<file path="config.mk">
export PLATFORM = sky130hd
export DESIGN_NAME = tlb_op_ctrl
export DESIGN_NICKNAME = d
export VERILOG_FILES = /design/src/rtl/tlb_op_ctrl.sv
export SDC_FILE = /design/constraint.sdc
export NUM_CORES = 1
export LEC_CHECK = 0
export CAP_MARGIN = 20
export CORE_AREA = 2 2 261 263
export DETAILED_ROUTE_END_ITERATION = 6
export DIE_AREA = 0 0 263 265
export HOLD_SLACK_MARGIN = 0.03
export PLACE_DENSITY = 0.5
export SETUP_SLACK_MARGIN = 0.1
export SYNTH_ARGS = -nofsm -noshare
export SYNTH_HDL_FRONTEND = slang
export SYNTH_SLANG_ARGS = --single-unit
</file>
<file path="constraint.sdc">
create_clock -name clk -period 2.1 [get_ports clk]
set_input_delay 0.21 -clock clk [delete_from_list [all_inputs] [get_ports clk]]
set_output_delay 0.21 -clock clk [all_outputs]
set_load 0.02 [all_outputs]
</file>
<file path="src/rtl/tlb_op_ctrl.sv">
// TLB instruction controller: accepts one TLB op at a time, latches its
// CSR snapshot, handshakes with the TLB (req/ack) and returns the
// search/read results as CSR write-back values with single-cycle pulses.
module tlb_op_ctrl (
    input  logic        clk,
    input  logic        rst,
    // instruction side
    input  logic        op_valid,
    output logic        op_ready,
    input  logic [2:0]  op_type,
    input  logic [4:0]  inv_op,
    input  logic [9:0]  inv_asid,
    input  logic [18:0] inv_va,
    input  logic        flush,
    // CSR snapshot
    input  logic [31:0] csr_tlbidx,
    input  logic [31:0] csr_tlbehi,
    input  logic [31:0] csr_tlbelo0,
    input  logic [31:0] csr_tlbelo1,
    input  logic [9:0]  csr_asid,
    input  logic [5:0]  csr_ecode,
    // TLB side
    output logic        tlb_req,
    output logic [2:0]  tlb_cmd,
    output logic [4:0]  tlb_index,
    output logic        tlb_w_e,
    output logic [31:0] tlb_w_idx,
    output logic [31:0] tlb_w_ehi,
    output logic [31:0] tlb_w_elo0,
    output logic [31:0] tlb_w_elo1,
    output logic [9:0]  tlb_asid,
    output logic [4:0]  tlb_inv_op,
    output logic [9:0]  tlb_inv_asid,
    output logic [18:0] tlb_inv_va,
    input  logic        tlb_ack,
    input  logic        tlb_found,
    input  logic [4:0]  tlb_found_index,
    input  logic        tlb_rd_e,
    input  logic [31:0] tlb_rd_idx,
    input  logic [31:0] tlb_rd_ehi,
    input  logic [31:0] tlb_rd_elo0,
    input  logic [31:0] tlb_rd_elo1,
    input  logic [9:0]  tlb_rd_asid,
    // CSR write-back
    output logic        tlbsrch_ret,
    output logic        search_tlb_found,
    output logic [4:0]  search_tlb_index,
    output logic        tlbrd_ret,
    output logic        tlbrd_valid,
    output logic [31:0] tlbidx_out,
    output logic [31:0] tlbehi_out,
    output logic [31:0] tlbelo0_out,
    output logic [31:0] tlbelo1_out,
    output logic [9:0]  asid_out,
    output logic        done,
    output logic        busy
);

    typedef enum logic [1:0] {S_IDLE, S_REQ, S_RESP} state_t;

    localparam logic [2:0] OP_SRCH = 3'd0;
    localparam logic [2:0] OP_RD   = 3'd1;
    localparam logic [2:0] OP_WR   = 3'd2;
    localparam logic [2:0] OP_FILL = 3'd3;
    localparam logic [2:0] OP_INV  = 3'd4;

    state_t      r_state, w_next;
    logic        w_accept, w_ack, w_ret_ok;
    logic [4:0]  r_fill_cnt, r_fill_idx;
    logic        r_flushed;
    logic [2:0]  r_op;
    logic [4:0]  r_inv_op;
    logic [9:0]  r_inv_asid;
    logic [18:0] r_inv_va;
    logic [31:0] r_tlbidx, r_tlbehi, r_tlbelo0, r_tlbelo1;
    logic [9:0]  r_asid;
    logic [5:0]  r_ecode;
    logic        r_s_found;
    logic [4:0]  r_s_index;
    logic        r_rd_valid;
    logic [31:0] r_rd_idx, r_rd_ehi, r_rd_elo0, r_rd_elo1;
    logic [9:0]  r_rd_asid;

    assign w_accept = op_valid & op_ready;
    // ack only counts while a request is outstanding
    assign w_ack    = (r_state == S_REQ) & tlb_ack;

    // state register
    always_ff @(posedge clk or negedge rst) begin
        if (!rst) r_state <= S_IDLE;
        else      r_state <= w_next;
    end

    // next-state logic; reserved op codes skip the TLB and go straight to RESP
    always_comb begin
        w_next = r_state;
        case (r_state)
            S_IDLE:  if (w_accept) w_next = (op_type > OP_INV) ? S_RESP : S_REQ;
            S_REQ:   if (tlb_ack) w_next = S_RESP;
            S_RESP:  w_next = S_IDLE;
            default: w_next = S_IDLE;
        endcase
    end

    // state-decoded outputs; a flush in REQ or in RESP itself kills the ret pulses
    always_comb begin
        op_ready    = (r_state == S_IDLE) & ~flush;
        busy        = (r_state == S_REQ) | (r_state == S_RESP);
        tlb_req     = (r_state == S_REQ);
        done        = (r_state == S_RESP);
        w_ret_ok    = (r_state == S_RESP) & ~r_flushed & ~flush;
        tlbsrch_ret = w_ret_ok & (r_op == OP_SRCH);
        tlbrd_ret   = w_ret_ok & (r_op == OP_RD);
    end

    // free-running fill slot counter
    always_ff @(posedge clk or negedge rst) begin
        if (!rst) r_fill_cnt <= '0;
        else      r_fill_cnt <= r_fill_cnt + 5'd1;
    end

    // request / CSR snapshot taken on acceptance
    always_ff @(posedge clk or negedge rst) begin
        if (!rst) begin
            r_op       <= '0;
            r_inv_op   <= '0;
            r_inv_asid <= '0;
            r_inv_va   <= '0;
            r_tlbidx   <= '0;
            r_tlbehi   <= '0;
            r_tlbelo0  <= '0;
            r_tlbelo1  <= '0;
            r_asid     <= '0;
            r_ecode    <= '0;
            r_fill_idx <= '0;
        end else if (w_accept) begin
            r_op       <= op_type;
            r_inv_op   <= inv_op;
            r_inv_asid <= inv_asid;
            r_inv_va   <= inv_va;
            r_tlbidx   <= csr_tlbidx;
            r_tlbehi   <= csr_tlbehi;
            r_tlbelo0  <= csr_tlbelo0;
            r_tlbelo1  <= csr_tlbelo1;
            r_asid     <= csr_asid;
            r_ecode    <= csr_ecode;
            r_fill_idx <= r_fill_cnt;
        end
    end

    // remember a flush seen while the TLB op was in flight
    always_ff @(posedge clk or negedge rst) begin
        if (!rst)                          r_flushed <= 1'b0;
        else if (w_accept)                 r_flushed <= 1'b0;
        else if (r_state == S_REQ && flush) r_flushed <= 1'b1;
    end

    // capture TLB results on the ack cycle; an invalid read returns NE=1, rest 0
    always_ff @(posedge clk or negedge rst) begin
        if (!rst) begin
            r_s_found  <= 1'b0;
            r_s_index  <= '0;
            r_rd_valid <= 1'b0;
            r_rd_idx   <= '0;
            r_rd_ehi   <= '0;
            r_rd_elo0  <= '0;
            r_rd_elo1  <= '0;
            r_rd_asid  <= '0;
        end else if (w_ack) begin
            if (r_op == OP_SRCH) begin
                r_s_found <= tlb_found;
                r_s_index <= tlb_found_index;
            end
            if (r_op == OP_RD) begin
                r_rd_valid <= tlb_rd_e;
                r_rd_idx   <= tlb_rd_e ? tlb_rd_idx  : 32'h8000_0000;
                r_rd_ehi   <= tlb_rd_e ? tlb_rd_ehi  : 32'h0;
                r_rd_elo0  <= tlb_rd_e ? tlb_rd_elo0 : 32'h0;
                r_rd_elo1  <= tlb_rd_e ? tlb_rd_elo1 : 32'h0;
                r_rd_asid  <= tlb_rd_e ? tlb_rd_asid : 10'h0;
            end
        end
    end

    // TLB command fields come from the snapshot so they stay stable through REQ;
    // a forced write (ecode 3F) always marks the entry present
    always_comb begin
        tlb_cmd      = r_op;
        tlb_index    = (r_op == OP_FILL) ? r_fill_idx : r_tlbidx[4:0];
        tlb_w_e      = ((r_op == OP_WR) || (r_op == OP_FILL)) ?
                       ((r_ecode == 6'h3F) ? 1'b1 : ~r_tlbidx[31]) : 1'b0;
        tlb_w_idx    = r_tlbidx;
        tlb_w_ehi    = r_tlbehi;
        tlb_w_elo0   = r_tlbelo0;
        tlb_w_elo1   = r_tlbelo1;
        tlb_asid     = r_asid;
        tlb_inv_op   = r_inv_op;
        tlb_inv_asid = r_inv_asid;
        tlb_inv_va   = r_inv_va;
    end

    // write-back data holds until the next search/read completes
    always_comb begin
        search_tlb_found = r_s_found;
        search_tlb_index = r_s_index;
        tlbrd_valid      = r_rd_valid;
        tlbidx_out       = r_rd_idx;
        tlbehi_out       = r_rd_ehi;
        tlbelo0_out      = r_rd_elo0;
        tlbelo1_out      = r_rd_elo1;
        asid_out         = r_rd_asid;
    end

endmodule
</file>
==> out/metrics.yaml <==
outcome: "finished, violations left"
violations: "negative setup slack"
ir_worst_vdd_v: 0.000799
synth_top_area_share: 0.615
yosysUniqueCellTypes: 30
detailroute.via_count: 12028
cts.path.max_buffers: 3
dieWidth_um: 263
synth_top_family_by_area: "simple AND/OR/NAND/NOR gates"
period_needed_ns: 2.11
io_buffers: 662
ys_seq_area_frac: 0.615
cts_tree: "built"
critPathKind: "reg -> out"
io_pins: 663
layout-drive-gt1-share: 0.0804
netlist_top_cells_count: "697 x nand2_1, 339 x dfrtp_1, 140 x inv_1"
fin_ws_ns: -0.0103
ys_async_sr_fraction: 1.00
path_clk_slew_ns: 0.06
ys_ff_latch: 339
gr-usage-met1: 0.173
end_kind: "output pin"
yosys_warnings: 0
antenna_found_initial: 5
worstSetupStartpointType: "flip-flop"
netlist_instances: 1432
htree_levels: 2
worst_slew_pin_slew_ns: 0.658
ant_nets: 0
drtIter0Drc: 477
rr_worst_depth: 9
synth.most_common_cell: "nand2_1"
hold_viol_final: 0
cp_data_required_time_ns: 1.89
fp.dieH_um: 265
grt_pass1_wl_um: 78200
wirelength_um: 52100
met2_usage: 0.241
fillers: 6756
grt_usage: 0.145
post-route-util: 0.351
syn-num-nets: 1767
holdPathStages: 3
clock_latency_ns: 0.54
gr-total-overflow: 0
start_util: 0.207
yosysTopAreaCell: "dfrtp_1"
final_nets: 2473
syn_avg_cell_area_um2: 9.64
period_share: 1.00
core_area_um2: 66800
slew_headroom: 0.561
synth-compound-area-share: 0.00354
wl_per_cell_um: 17.1
hpwl_um: 39000
multi_input_area_um2: 4480
grt_pass1_vias: 12657
cp.arrival_ns: 1.90
maxCapViolCount: 0
synthTopCellsByArea: "dfrtp_1 61%, nand2_1 19%, mux2i_1 9.9%"
rows: 95
setup_tns_ns: -0.0103
fin_cells: 3040
total_power_mw: 34.7
crit_fanout: 2
gp_congestion: 0.800
synth-simple-area-share: 0.198
synth_edf_count: 0
met3_usage: 0.0553
setup_violations: 1
clock-sinks: 339
grt_busiest_layer: "met2"
drc_errors: 0
synth_fa_ha_area_frac: 0.00363
powerDensity_nw_per_um2: 1480
place_inst: 2956
rsz0062_at_grt: "yes"
clock.fmax_mhz: 474
via_per_inst: 3.96
syn_to_final_growth_pct: 70.2
min_path_type: "in -> reg"
slew_viol_final: 0
synth_area_um2: 13800
firstDrtPassIters: 6
leakage_nw: 11.0
muxShareOfSynthArea: 0.112
synthXorXnorAreaFrac: 0.00190
grt_max_degree: 65
synth_flop_cell: "dfrtp_1"
skew_ns: 0.00985
numCtsBuffers: 40
regArea_um2: 8480
hold_slack_ns: 0.154
dieArea_um2: 69700
clockRootBuffer: "clkbuf_16"
==> sequential cells by signal, summed over array words and instances (netlist names), 6 cells and up <==
signal	count
tlbehi_out	32
tlb_asid	10
tlb_w_elo0	32
tlbelo1_out	32
tlb_inv_va	19
tlb_inv_asid	10
tlbelo0_out	32
tlb_w_ehi	32
r_ecode	6
tlb_w_elo1	32
tlb_w_idx	32
tlbidx_out	32
asid_out	10
==> worst max-delay path: stages, from the launching register on <==
cell and delay (ns):
dfrtp_1 0.39, inv_2 0.09, ha_4 0.13, or4b_4 0.47
nor3_2 0.12, buf_4 0.16
==> path summary, 6_finish.rpt <==
kind,from,endpoint,slack (ns)
max reg2reg,r_state[1]$_DFFE_PN0P_,tlbrd_valid$_DFFE_PN0P_,0.16
min in group asynchronous,rst,tlbidx_out[10]$_DFFE_PN0P_,0.23
min,tlb_rd_e,tlbehi_out[6]$_DFFE_PN0P_,0.15
min reg2reg,r_fill_cnt[0]$_DFF_PN0_,r_fill_cnt[0]$_DFF_PN0_,0.46
max in group asynchronous,rst,tlb_w_idx[11]$_DFFE_PN0P_,1.14
max,r_state[0]$_DFFE_PN0P_,tlbsrch_ret,-0.01
==> power breakdown <==
group,switching (mW),internal (mW)
clock,2.72,4.17
sequential,1.72,9.65
combinational,8.69,7.70
==> placed cells by master (no fill, tap or decap), types with 11 or more instances in the layout <==
cell	synthesis	routed
buf_4	2	42
mux2_4	6	11
clkbuf_16	0	45
mux2i_1	137	136
inv_1	140	138
clkdlybuf4s50_1	0	647
buf_12	0	23
nand2_1	697	696
buf_6	11	12
dfrtp_1	339	339
==> cell families after synthesis <==
| family | Yosys count |
|---|---|
| AOI/OAI and AO/OA | 8 |
| xor gates and xnor gates | 3 |
| adders and majority gates | 4 |
| buffers and inverters | 213 |
| DFF | 339 |
| muxes | 150 |
| and+or+nand+nor | 715 |
==> layout make-up <==
class,count,share of cell area
sequential,339,0.361
multi-input combinational,880,0.191
timing repair buffer,737,0.324
tap,873,0.0465
inverter,140,0.0224
clock buffer,55,0.0489
antenna,3,0.000320
clock inverter,13,0.00597
==> metrics by stage <==
step	setup slack [ns]	instance area, µm²
global placement	-0.198	21900
CTS	-0.0731	23300
detailed placement	-0.182	21900
global route	-0.102	23500
floorplan	0.218	13800
finish	-0.0103	23500
==> what timing repair did <==
item | 4_1_cts | 5_1_grt
pin swaps | 1 | 2
endpoints found under the setup margin | 12 | 17
cloned | 0 | 4
hold buffers | 1 | 0
resized for setup | 62 | 22
buffers inserted | 4 | 4
endpoints found under the hold margin | 45 | 0
==> layer usage <==
metal	wire length, µm	vias up
met5	39	-
met3	4990	69
met4	1220	6
met2	24800	468
met1	21000	5741
li1	-	5744
(Power assumes the default switching activity.)
==> patch (config.mk and constraints unchanged) <==
Make the reset (`rst`) synchronous in 5 clocked blocks.
--- a/src/rtl/tlb_op_ctrl.sv
+++ b/src/rtl/tlb_op_ctrl.sv
@@ -86,7 +86,7 @@
     assign w_ack    = (r_state == S_REQ) & tlb_ack;
 
     // state register
-    always_ff @(posedge clk or negedge rst) begin
+    always_ff @(posedge clk) begin
         if (!rst) r_state <= S_IDLE;
         else      r_state <= w_next;
     end
@@ -114,13 +114,13 @@
     end
 
     // free-running fill slot counter
-    always_ff @(posedge clk or negedge rst) begin
+    always_ff @(posedge clk) begin
         if (!rst) r_fill_cnt <= '0;
         else      r_fill_cnt <= r_fill_cnt + 5'd1;
     end
 
     // request / CSR snapshot taken on acceptance
-    always_ff @(posedge clk or negedge rst) begin
+    always_ff @(posedge clk) begin
         if (!rst) begin
             r_op       <= '0;
             r_inv_op   <= '0;
@@ -149,14 +149,14 @@
     end
 
     // remember a flush seen while the TLB op was in flight
-    always_ff @(posedge clk or negedge rst) begin
+    always_ff @(posedge clk) begin
         if (!rst)                          r_flushed <= 1'b0;
         else if (w_accept)                 r_flushed <= 1'b0;
         else if (r_state == S_REQ && flush) r_flushed <= 1'b1;
     end
 
     // capture TLB results on the ack cycle; an invalid read returns NE=1, rest 0
-    always_ff @(posedge clk or negedge rst) begin
+    always_ff @(posedge clk) begin
         if (!rst) begin
             r_s_found  <= 1'b0;
             r_s_index  <= '0;
Formal check against the unedited RTL: differs if rst is asserted again (counterexample within 4 cycles, from zero or initial values and one cycle with rst low); with rst held inactive, the same outputs for 4 cycles.
==> patch against the unedited design <==
- routed wire length fell by 1.3%
- worst setup slack improved by 0.060 ns
- count of clock-buffer cells in the layout rose by 1
- sequential cell count did not move
- final area fell by 5.4%
- hold slack got worse by 0.032 ns
- synthesized area fell by 6.9%
- critical path type unchanged
- critical endpoint unchanged
Power is not compared: it rests on default switching activity, and its combinational part moved more than twofold at a synthesized area within 25%.
==> patch: results (changes against the unedited design) <==
| Metric | Value |
|---|---|
| Outcome | `complete, no violations (was finished, violations left)` |
| Gpl congestion | `0.8376 (was 0.8002)` |
| Post-place setup slack | `-0.1682 ns (was -0.1822 ns)` |
| Mean Syn Cell Area | `8.509 um2 (was 9.637 um2)` |
| Initial antenna violation count | `4 (was 5)` |
| Yosys cell types | `30 (unchanged)` |
| Total GRT Usage | `14.23% (was 14.49%)` |
| Worst rel slew slack | `68.23% (was 56.15%)` |
| Sequential-to-total area share from yosys stat | `52.82% (was 61.47%)` |
| Worst-Skew Late Latency | `0.56 ns (was 0.54 ns)` |
| Placed Cells | `2988 (was 2956)` |
| Largest net degree at the start of global routing | `95 (was 65)` |
| Pre-antenna DRT Iters | `4 (was 6)` |
| Diodes inserted | `0 (was 3)` |
| M1 GR Usage | `15.55% (was 17.32%)` |
| CP Max Fanout | `2 (unchanged)` |
| First DRT Iteration DRCs | `509 (was 477)` |
| Maxcap violations | `0 (unchanged)` |
| PortBufs | `662 (unchanged)` |
| Largest vdd supply drop | `around 470 uV` |
| M2 GR Usage | `24.80% (was 24.10%)` |
| CTS max path bufs | `3 (unchanged)` |
| Syn nets | `1845 (was 1767)` |
| First-pass GRT wire length | `78140 um (was 78180 um)` |
| Synth warnings | `0 (unchanged)` |
| Layout cells sized above 1 | `8.144% (was 8.041%)` |
| Worst path arrival time | `1.84 ns (was 1.90 ns)` |
| Post-synth top cells | `527 x nand2_1, 339 x dfxtp_1, 189 x a21oi_1 (was 697 x nand2_1, 339 x dfrtp_1, 140 x inv_1)` |
| Clk root buf | `clkbuf_16 (unchanged)` |
| Worst hold path depth | `3 (unchanged)` |
| Post-detail-place hpwl | `38160 um (was 38980 um)` |
| Nets | `2502 (was 2473)` |
| Leak | `about 7.7 nW` |
| Class of the worst hold path | `input pin to register (unchanged)` |
| Routed length per instance | `16.75 um (was 17.14 um)` |
| Final wirelength | `51430 um (was 52090 um)` |
| Htree depth | `2 (unchanged)` |
| Met3 Use GR | `5.676% (was 5.527%)` |
| R2r worst-path depth | `7 (was 9)` |
| DR vias/cell | `4.160 (was 3.957)` |
| Post-synthesis async set-or-reset flop share | `0% (was 100.0%)` |
| Clk pin slew, worst setup/hold paths | `0.06 ns (about the same)` |
| Vias in the first global route | `13100 (was 12660)` |
| Num CTS Buffers | `42 (was 40)` |
| Post-synth EDFFs | `0 (unchanged)` |
| Max Clock Skew | `0.01481 ns (was 0.009852 ns)` |
| Synth area leaders | `dfxtp_1 53%, nand2_1 15%, mux2i_1 11%, a21oi_1 7.4%, nand3_1 5.5% (was dfrtp_1 61%, nand2_1 19%, mux2i_1 9.9%, inv_1 3.8%, clkbuf_1 1.0%)` |
## patch: changes by cell type after synthesis, moves of 8 or more
cell      unedited run  this run
mux2i_1            137       145
a21oi_1              2       189
buf_2               21        37
nand2_1            697       527
inv_1              140         4
dfrtp_1            339         0
dfxtp_1              0       339
nand3_1              3       140
clkbuf_1            38        61
## patch: logic make-up after synthesis
| group | after synthesis | share of synthesized area [%] |
|---|---|---|
| AOI/OAI and AO/OA | 195 | 7.664 |
| xor gates and xnor gates | 3 | 0.2045 |
| adders and majority gates | 4 | 0.3895 |
| buffers and inverters | 129 | 5.093 |
| DFF | 339 | 52.82 |
| muxes | 150 | 11.73 |
| and+or+nand+nor | 690 | 22.10 |
## patch: layer usage
layer  wire length [um]  share of wire, %  vias to the layer above
li1                   -                 -                     6290
met1              19990                39                     5903
met2              24970                49                      478
met3               4677               9.1                       97
met4               1749               3.4                        6
met5                 40             0.078                        -
## patch: where the power goes
| part | leakage, nW | internal (mW) | switching [mW] | total (mW) |
|---|---|---|---|---|
| clock | 0.694 | 4.37 | 2.94 | 7.31 |
| sequential | 2.75 | 6.66 | 0.125 | 6.79 |
| combinational | 4.24 | 1.27 | 1.17 | 2.44 |
## patch: final timing paths
kind	startpoint	end	slack [ns]
max	r_state[0]	tlbsrch_ret	0.05
min	tlb_rd_e	tlbelo1_out[12]	0.12
max reg2reg	tlb_cmd[1]	tlbehi_out[30]	0.27
min reg2reg	tlb_w_elo1[26]	tlb_w_elo1[26]	0.45
## patch: critical path, stage by stage, from the launching register on
cell and delay (ns):
dfxtp_2 0.32, inv_2 0.07, ha_4 0.12, or4b_4 0.50
nor3_4 0.14, buf_6 0.14
## patch: stage by stage
stage | TNS, ns | total power, mW | instance area, um2
6_report | 0 | 16.54 | 22220
5_1_grt | -0.03097 | 17.31 | 22220
4_1_cts | -0.005729 | 16.84 | 22140
3_5_place_dp | -0.2834 | 9.362 | 20660
3_3_place_gp | -0.3744 | 9.332 | 20660
2_1_floorplan | 0 | 7.898 | 12850
## patch: layout make-up
cell class,instances,area (um2)
clock buffer,56,1194
clock inverter,19,198.9
fill,6931,44590
inverter,4,20.02
multi-input combinational,1042,5483
sequential,339,6790
tap,873,1092
timing repair buffer,738,7438
## patch: repair_timing
action                     CTS  global route
hold buffers                 0             0
gates resized for setup     71            10
setup endpoints to repair   13            83
pin swaps                    3             1
cloned                       0             1
setup buffers                5             2
